===== config.mk =====
export PLATFORM = sky130hd
export DESIGN_NAME = lfsr_arb
export DESIGN_NICKNAME = d
export VERILOG_FILES = /design/src/rtl/lfsr_pkg.sv /design/src/rtl/lfsr_core.sv /design/src/rtl/lfsr_arb.sv
export SDC_FILE = /design/constraint.sdc
export NUM_CORES = 1
export LEC_CHECK = 0
export CORE_MARGIN = 2
export CORE_UTILIZATION = 54
export CTS_CLUSTER_SIZE = 25
export DETAILED_ROUTE_END_ITERATION = 6
export DONT_BUFFER_PORTS = 1
export PLACE_DENSITY_LB_ADDON = 0.15
export REMOVE_ABC_BUFFERS = 1
export SETUP_SLACK_MARGIN = 0.1
export SLEW_MARGIN = 20
export SYNTH_ARGS = -nofsm -noshare
export SYNTH_HDL_FRONTEND = slang
export SYNTH_HIERARCHICAL = 1
export SYNTH_SLANG_ARGS = --single-unit

===== constraint.sdc =====
create_clock -name clk -period 1.5 [get_ports clk]
set_input_delay 0.225 -clock clk [delete_from_list [all_inputs] [get_ports clk]]
set_output_delay 0.225 -clock clk [all_outputs]
set_load 0.05 [all_outputs]

===== src/rtl/lfsr_pkg.sv =====
// lfsr_pkg: shared definitions for the LFSR random-word arbiter.
//   state_e      : arbiter FSM states (IDLE, SHIFT, DONE)
//   TAP0..TAP3   : fixed feedback tap indices of the XNOR LFSR
//   DEFAULT_SEED : LFSR state after reset / lockup recovery
package lfsr_pkg;

    typedef enum logic [1:0] {
        IDLE  = 2'd0,
        SHIFT = 2'd1,
        DONE  = 2'd2
    } state_e;

    localparam int TAP0 = 7;
    localparam int TAP1 = 5;
    localparam int TAP2 = 4;
    localparam int TAP3 = 3;

    localparam logic [7:0] DEFAULT_SEED = 8'h5A;

endpackage


===== src/rtl/lfsr_core.sv =====
// lfsr_core: Fibonacci XNOR shift register, q <= {q[WIDTH-2:0], fb}.
//   clk      in  : clock, rising edge
//   reset    in  : synchronous active-high, loads SEED
//   step     in  : advance one position
//   load     in  : load load_val (wins over step)
//   load_val in  : replacement state
//   q        out : current state
//   fb       out : feedback bit that the next step shifts in
// Taps are fixed bit indices, so WIDTH must be at least 8.
module lfsr_core
    import lfsr_pkg::*;
#(
    parameter int               WIDTH = 8,
    parameter logic [WIDTH-1:0] SEED  = WIDTH'(DEFAULT_SEED)
) (
    input  logic             clk,
    input  logic             reset,
    input  logic             step,
    input  logic             load,
    input  logic [WIDTH-1:0] load_val,
    output logic [WIDTH-1:0] q,
    output logic             fb
);

    logic [WIDTH-1:0] reg_q, reg_d;

    // XNOR feedback: all-ones maps to itself.
    assign fb = ~(reg_q[TAP0] ^ reg_q[TAP1] ^ reg_q[TAP2] ^ reg_q[TAP3]);
    assign q  = reg_q;

    always_comb begin
        reg_d = reg_q;
        if (load) begin
            reg_d = load_val;
        end else if (step) begin
            reg_d = {reg_q[WIDTH-2:0], fb};
        end
    end

    always_ff @(posedge clk) begin
        if (reset) begin
            reg_q <= SEED;
        end else begin
            reg_q <= reg_d;
        end
    end

endmodule


===== src/rtl/lfsr_arb.sv =====
// lfsr_arb: two-requester arbiter that hands out NBITS-bit random words.
// A granted requester holds gnt for NBITS SHIFT cycles while the LFSR steps
// and each feedback bit enters the accumulator; the word is then presented
// with a one-cycle rnd_valid pulse in DONE.
//   clk        in  : clock, rising edge
//   reset      in  : synchronous active-high
//   req[1:0]   in  : level requests
//   seed_load  in  : load seed_val into the LFSR (honoured in IDLE only)
//   seed_val   in  : replacement LFSR state
//   gnt[1:0]   out : registered one-hot grant
//   rnd_valid  out : one-cycle pulse, rnd_data/rnd_id valid
//   rnd_data   out : delivered word, held until next rnd_valid
//   rnd_id     out : owner of rnd_data
//   busy       out : FSM not in IDLE
//   lfsr_q     out : LFSR state (debug)
// Optional feature: define LFSR_ARB_LOCKUP_GUARD_EN to reload SEED whenever
// the LFSR holds all-ones (that cycle does not count as a shift step).
module lfsr_arb
    import lfsr_pkg::*;
#(
    parameter int               WIDTH = 8,
    parameter int               NBITS = 4,
    parameter logic [WIDTH-1:0] SEED  = WIDTH'(DEFAULT_SEED)
) (
    input  logic             clk,
    input  logic             reset,
    input  logic [1:0]       req,
    input  logic             seed_load,
    input  logic [WIDTH-1:0] seed_val,
    output logic [1:0]       gnt,
    output logic             rnd_valid,
    output logic [NBITS-1:0] rnd_data,
    output logic             rnd_id,
    output logic             busy,
    output logic [WIDTH-1:0] lfsr_q
);

    localparam int CW = (NBITS > 1) ? $clog2(NBITS) : 1;

    state_e           state_q, state_d;
    logic [CW-1:0]    cnt_q, cnt_d;
    logic [NBITS-1:0] acc_q, acc_d;
    logic             ptr_q, ptr_d;
    logic             id_q, id_d;
    logic [1:0]       gnt_q, gnt_d;
    logic             rnd_valid_q, rnd_valid_d;
    logic [NBITS-1:0] rnd_data_q, rnd_data_d;
    logic             rnd_id_q, rnd_id_d;

    logic             lfsr_step, lfsr_load, lfsr_fb, lockup, winner;
    logic [WIDTH-1:0] lfsr_load_val;

    lfsr_core #(
        .WIDTH (WIDTH),
        .SEED  (SEED)
    ) u_core (
        .clk      (clk),
        .reset    (reset),
        .step     (lfsr_step),
        .load     (lfsr_load),
        .load_val (lfsr_load_val),
        .q        (lfsr_q),
        .fb       (lfsr_fb)
    );

`ifdef LFSR_ARB_LOCKUP_GUARD_EN
    assign lockup = &lfsr_q;
`else
    assign lockup = 1'b0;
`endif

    // Both requesting: pointer decides; otherwise the lone requester wins.
    assign winner = (req == 2'b11) ? ptr_q : req[1];

    always_comb begin
        state_d       = state_q;
        cnt_d         = cnt_q;
        acc_d         = acc_q;
        ptr_d         = ptr_q;
        id_d          = id_q;
        gnt_d         = gnt_q;
        rnd_valid_d   = 1'b0;
        rnd_data_d    = rnd_data_q;
        rnd_id_d      = rnd_id_q;
        lfsr_step     = 1'b0;
        lfsr_load     = 1'b0;
        lfsr_load_val = seed_val;

        case (state_q)
            IDLE: begin
                // Seed load defers any pending request by one cycle.
                if (seed_load) begin
                    lfsr_load = 1'b1;
                end else if (|req) begin
                    id_d    = winner;
                    gnt_d   = winner ? 2'b10 : 2'b01;
                    cnt_d   = '0;
                    acc_d   = '0;
                    state_d = SHIFT;
                end
            end
            SHIFT: begin
                if (!lockup) begin
                    lfsr_step = 1'b1;
                    acc_d     = (acc_q << 1) | NBITS'(lfsr_fb);
                    cnt_d     = cnt_q + CW'(1);
                    if (cnt_q == CW'(NBITS - 1)) begin
                        state_d     = DONE;
                        gnt_d       = 2'b00;
                        rnd_valid_d = 1'b1;
                        rnd_data_d  = acc_d;
                        rnd_id_d    = id_q;
                    end
                end
            end
            DONE: begin
                ptr_d   = ~ptr_q;
                state_d = IDLE;
            end
            default: state_d = IDLE;
        endcase

        // Lockup recovery replaces a step; an explicit seed load still wins.
        if (lockup && !lfsr_load) begin
            lfsr_load     = 1'b1;
            lfsr_load_val = SEED;
            lfsr_step     = 1'b0;
        end
    end

    always_ff @(posedge clk) begin
        if (reset) begin
            state_q     <= IDLE;
            cnt_q       <= '0;
            acc_q       <= '0;
            ptr_q       <= 1'b0;
            id_q        <= 1'b0;
            gnt_q       <= 2'b00;
            rnd_valid_q <= 1'b0;
            rnd_data_q  <= '0;
            rnd_id_q    <= 1'b0;
        end else begin
            state_q     <= state_d;
            cnt_q       <= cnt_d;
            acc_q       <= acc_d;
            ptr_q       <= ptr_d;
            id_q        <= id_d;
            gnt_q       <= gnt_d;
            rnd_valid_q <= rnd_valid_d;
            rnd_data_q  <= rnd_data_d;
            rnd_id_q    <= rnd_id_d;
        end
    end

    assign gnt       = gnt_q;
    assign rnd_valid = rnd_valid_q;
    assign rnd_data  = rnd_data_q;
    assign rnd_id    = rnd_id_q;
    assign busy      = (state_q != IDLE);

endmodule


Word level (Yosys, flattened, before mapping). Index checks and enable logic that the tools add are counted.

Bits of input ports: 13. Output and inout bits: 17. Bits in registers: 25.

Add/sub/neg operators: 1. Multiplexer cells: 22. Bitwise gates (word level): 8. Reduce and logical (&&, ||, !) cells: 11. Eq/ne operators: 7.

Operators with widths (number): $mux 2 (9); $mux 8 (2); $pmux 2 s2 (3); $reduce_and 3->1 (3); $eq 2x2->1 const B (3); $mux 3 (2); $ne 2x2->1 const B (3); $pmux 3 s2 (1); $reduce_bool 2->1 (3); $mux 1 (5); $not 1->1 (4); $or 4x1->4 (1); $reduce_and 4->1 (1); $reduce_or 2->1 (2); $xor 1x1->1 (3); $add 2x1->2 const B (1); $eq 2x1->1 const B (1); $logic_not 2->1 (1); $reduce_and 2->1 (1).

Longest topological paths before layout.
Word-level depth: 6. Gate-level depth with buffers: 7. Depth with buffers taken out: 5.

By module. The synthesis kept the hierarchy.

Modules (own cells, without submodules): lfsr_arb (sequential area each 340.3 µm², area an instance 684.4 µm², cells each 76, instances 1); lfsr_core (sequential area each 160.2 µm², area an instance 421.7 µm², cells each 39, instances 1).

Worst setup path before layout. Ideal clock, no wire load.

Kind: reg2reg. Start: reg state_q[0]. End: reg u_core.reg_q[4], in the netlist u_core/q[4]. Buffers on the path: 2. Clock period less this slack: 1452 ps. Required time: 1385 ps. Arrival: 1337 ps. Cell stages (with the launch flop): 7. Setup time: 115 ps. Setup slack: 48 ps. Path through: dfxtp_1 -> nor2b_2 -> buf_4 -> buf_6 -> mux2_1 -> mux2i_1 -> nand2_1.

Word-level cells in the longest chain between the ends: 3.

Ends and longest elaborated chain: start, declared (RTL line lfsr_arb.sv:40) `state_e state_q, state_d;`; start signal, assigned (RTL line lfsr_arb.sv:143) `state_q <= state_d;`; $eq 2x1->1 (RTL line lfsr_arb.sv:89) `case (state_q)`; $mux 1 (RTL line lfsr_arb.sv:89); via lfsr_step (RTL line lfsr_arb.sv:50) `logic lfsr_step, lfsr_load, lfsr_fb, lockup, winner;`; $reduce_bool 2->1 (no line); end signal, assigned (RTL line lfsr_core.sv:44) `reg_q <= reg_d;`; end, declared (RTL line lfsr_core.sv:25) `logic [WIDTH-1:0] reg_q, reg_d;`.

The timed path passes the listed nets, and every way through them passes these cells. A chain may end at the register's enable or synchronous reset.

Worst setup path after layout.
Start: reg state_q[0]. End: reg u_core.reg_q[2], in the netlist u_core/q[2].

Word-level cells in the longest chain between the ends: 3.

Ends and longest elaborated chain (RTL line): $eq 2x1->1 or $logic_not 2->1 (tied branches) (lfsr_arb.sv:89); $mux 1 (lfsr_arb.sv:89); $reduce_bool 2->1 (no line) or $mux 8 (tied branches).

Parallel ways exist; a longest one is shown, timed or not.

==> flow_summary.rst <==
.. list-table::
   :header-rows: 1

   * - Metric
     - Value
   * - Sequential cell fraction of total power
     - 54.4%
   * - Die area
     - 0.00243 mm2
   * - Crit path max-delay cell type
     - dfxtp_4
   * - Total number of yosys warnings
     - 6
   * - Final period demand of the worst path
     - 1.33 ns
   * - Critical-path maximum fanout
     - 11
   * - Compound-gate portion of the synthesized area
     - 15.5%
   * - Worst Skew
     - 0.00970 ns
   * - Footprint of the multi-input gates
     - 556 um2
   * - Design internal power
     - 0.923 mW
   * - Post-synthesis instance area
     - 0.00111 mm2
   * - Final period util
     - 88.7%
   * - Type of the most critical hold path
     - in -> reg
   * - Dominant combinational cell family by area after synthesis
     - simple AND/OR/NAND/NOR gates
   * - Number of antenna-violating nets in the routed design
     - 0
   * - Post-DP HPWL
     - 1600 um
   * - Number of synthesized flops with an enable pin
     - 0
   * - Multiplexer area fraction after synthesis
     - 13.5%
   * - Adder-cell area share of the yosys netlist
     - 1.13%
   * - All-Layer GR Usage
     - 18.9%
   * - Post-Syn Instances
     - 115
   * - Detailed-route vias per instance
     - 5.51
   * - Placeable core region
     - 0.00194 mm2
   * - Worst path arrival time
     - 1.55 ns
   * - Floorplan die width
     - 49.3 um
   * - TritonCTS buffer count
     - 3
   * - Buffers inserted during post-CTS setup optimization
     - 0
   * - Aggregate global routing overflow
     - 0
   * - Cell at the root of the clock tree
     - clkbuf_4
   * - Crit path kind
     - reg -> reg
   * - Part of the Yosys area used for sequential elements
     - 45.2%
   * - Basic-gate share of the synthesized area counting and, or, nand and nor cells
     - 16.3%
   * - Kind of start point of the critical path
     - flop
   * - Aggregate routed wire length
     - 2110 um
   * - Die Span Y
     - 49.3 um
   * - Area growth from synthesis to layout
     - 16.2%
   * - Maximum achievable frequency
     - 0.752 GHz
   * - Net switching power
     - 0.416 mW
   * - Cell type group with the largest total delay on the critical path
     - multiplexers
   * - Vias in the first global route
     - 817
   * - Final number of setup-violating endpoints
     - 0
   * - Setup repair after global routing missed its margin
     - yes
   * - Seq cells post-synth
     - 25
   * - Flip-flop cell with the highest count after synthesis
     - dfxtp_1
   * - Clock Pin Slew Worst Setup and Hold Paths
     - 0.14 ns
   * - Row count
     - 16
   * - Diode insertion count for antenna repair
     - 0
   * - CTS H-tree lvls
     - 1
   * - Later-pin clock latency in the skew report
     - 0.32 ns
   * - Routability Congestion
     - 0.783
   * - Critical path buffer and inverter count
     - 1
   * - Number of iterations in the first detailed-routing pass
     - 4
   * - Max transition margin
     - 66.0%
   * - Number of vias after detailed routing
     - 865
   * - Pin count of the biggest net entering global routing
     - 23
   * - Final hold vios
     - 19
   * - DRC violations left
     - 0
   * - P_leak
     - 0.510 nW
   * - Wire length per cell after detailed routing
     - 13.5 um
   * - TritonCTS clock tree
     - done
   * - Antenna violations before repair
     - 0
   * - Req. time, crit path
     - 1.72 ns
   * - Max Root-Sink Buffers
     - 2
   * - Fraction of layout instances using a drive strength above 1
     - 25.4%
   * - Count of nets after finishing
     - 145
   * - Share of synthesized flip-flops with an asynchronous set or reset
     - 0%
   * - Largest stage delay on the critical path
     - 0.41 ns
   * - Post-Syn Area per Cell
     - 9.62 um2
   * - Violated checks
     - hold timing
   * - Sum Neg Setup Slack
     - 0 ns
   * - Global-route wire length before repair
     - 3520 um
   * - Combinational fraction of design power
     - 23.3%
   * - Top area cells in the synthesized netlist
     - dfxtp_1 45%, mux2_1 7.1%, a21oi_1 6.3%
   * - Power Total
     - 1.34 mW
   * - Distinct cell type count after synthesis
     - 32
   * - Power density over the cells
     - 1040 mW/mm2
   * - Starting DRT DRC Count
     - 8
   * - Count of filler cells inserted in the layout
     - 175
   * - IO Pins
     - 30
   * - Cell type with the highest aggregate area in the netlist
     - dfxtp_1
   * - Clock power frac
     - 22.2%
   * - Share of total power consumed by net switching
     - 31.1%
   * - Yosys top cell area share
     - 45.2%
   * - Total of max-cap violations
     - 0
   * - Worst VDD drop
     - 613 uV
   * - Fraction of synthesized cell area in xor and xnor cells
     - 3.17%
   * - Number of clock sinks
     - 25
   * - Port bufs
     - 0
   * - Final Max Tran Viols
     - 0
   * - Run status
     - finished with violations
   * - Endpoint kind of the worst setup timing path
     - flop
   * - Transition time at the pin with the least slew margin
     - 0.510 ns
   * - Cells along the critical path
     - nor2b_4 -> buf_12 -> mux2_1 -> mux2i_1 -> nor2_1
   * - Initial standard-cell utilization of the core
     - 57.0%
   * - Sequential cell area
     - 505 um2
   * - Final hold slack
     - -0.0534 ns
## routing by layer
metal	vias to the layer above	track usage, %	part of all wire [%]
met5	-	0	0
met4	0	9.52	2.2
met2	17	30.6	50
met1	402	23.2	45
met3	6	4.60	3.5
li1	440	-	-
## per-stage QoR
step | std cells | setup slack, ns | util [%] | cell area [um2]
after floorplan | 108 | -0.103 | - | 1060
after global placement | 153 | 0.0968 | 64.1 | 1240
after detailed placement | 153 | 0.0314 | 64.1 | 1240
after CTS | 157 | 0.0899 | 65.6 | 1270
after global routing | 157 | 0.0914 | 66.2 | 1280
final | 157 | 0.170 | 66.2 | 1280
## final timing paths
check | slack, ns | depth (start not counted) | start | to
setup / recovery | 0.17 | 5 | state_q[0] | u_core/q[2]
setup reg to reg | 0.17 | 5 | state_q[0] | u_core/q[2]
hold / removal | -0.05 | 1 | reset | cnt_q[0]
hold reg to reg | 0.46 | 2 | rnd_data[0] | rnd_data[0]
## cell usage after synthesis (2+ instances only)
master / n
dfxtp_1: 25
o211ai_1: 2
clkbuf_1: 2
inv_2: 2
buf_4: 2
inv_1: 2
mux2i_1: 7
mux2_1: 7
nor2_1: 7
nand2_1: 9
a22oi_1: 4
xnor2_1: 4
nand3_1: 9
a21oi_1: 14
and2_1: 2
## registers in the layout, summed over array words and instances (netlist names)
register,flops
ptr_q,1
cnt_q,2
rnd_data,4
acc_q,3
id_q,1
state_q,2
u_core/q,8
rnd_valid,1
gnt,2
rnd_id,1
## area by class of cell
cell class	instances	area share (%)
repair buffers	18	11.5
clock inverters	1	0.389
inverters	4	1.17
multi-input cells	79	43.2
clock buffers	3	1.75
flip-flops and latches	25	39.3
well taps	27	2.63
## layout by cell type (no fill, tap or decap), drive strengths merged, types with 2 or more instances in the layout
cell type   n
and2        2
mux2i       7
nor2        8
inv         4
mux2        7
a22oi       4
a21oi      14
xnor2       4
clkbuf      3
nor2b       2
o211ai      2
dfxtp      25
nand2       9
nand3       9
buf        18
## what timing repair did
| action | 4_1_cts | 5_1_grt |
|---|---|---|
| hold endpoints to repair | 19 | 19 |
| setup endpoints to repair | 7 | 9 |
| resized for setup | 1 | 4 |
## logic make-up (layout without fill, tap and decap cells)
family / count (synthesis) / count (layout)
AND/OR/NAND/NOR: 34 / 34
adder cells (fa/ha/maj): 1 / 1
flip-flops: 25 / 25
buffers and inverters: 11 / 26
multiplexers: 14 / 14
AO/OA/AOI/OAI: 26 / 26
XOR/XNOR: 4 / 4
## power groups by stage
stage | clock (mW) | combinational (mW) | sequential (mW)
finish | 0.298 | 0.313 | 0.729
global route | 0.335 | 0.333 | 0.735
CTS | 0.309 | 0.312 | 0.730
detailed placement | 0 | 0.311 | 0.744
global placement | 0 | 0.305 | 0.741
floorplan | 0 | 0.140 | 0.827
(Power assumes the default switching activity.)
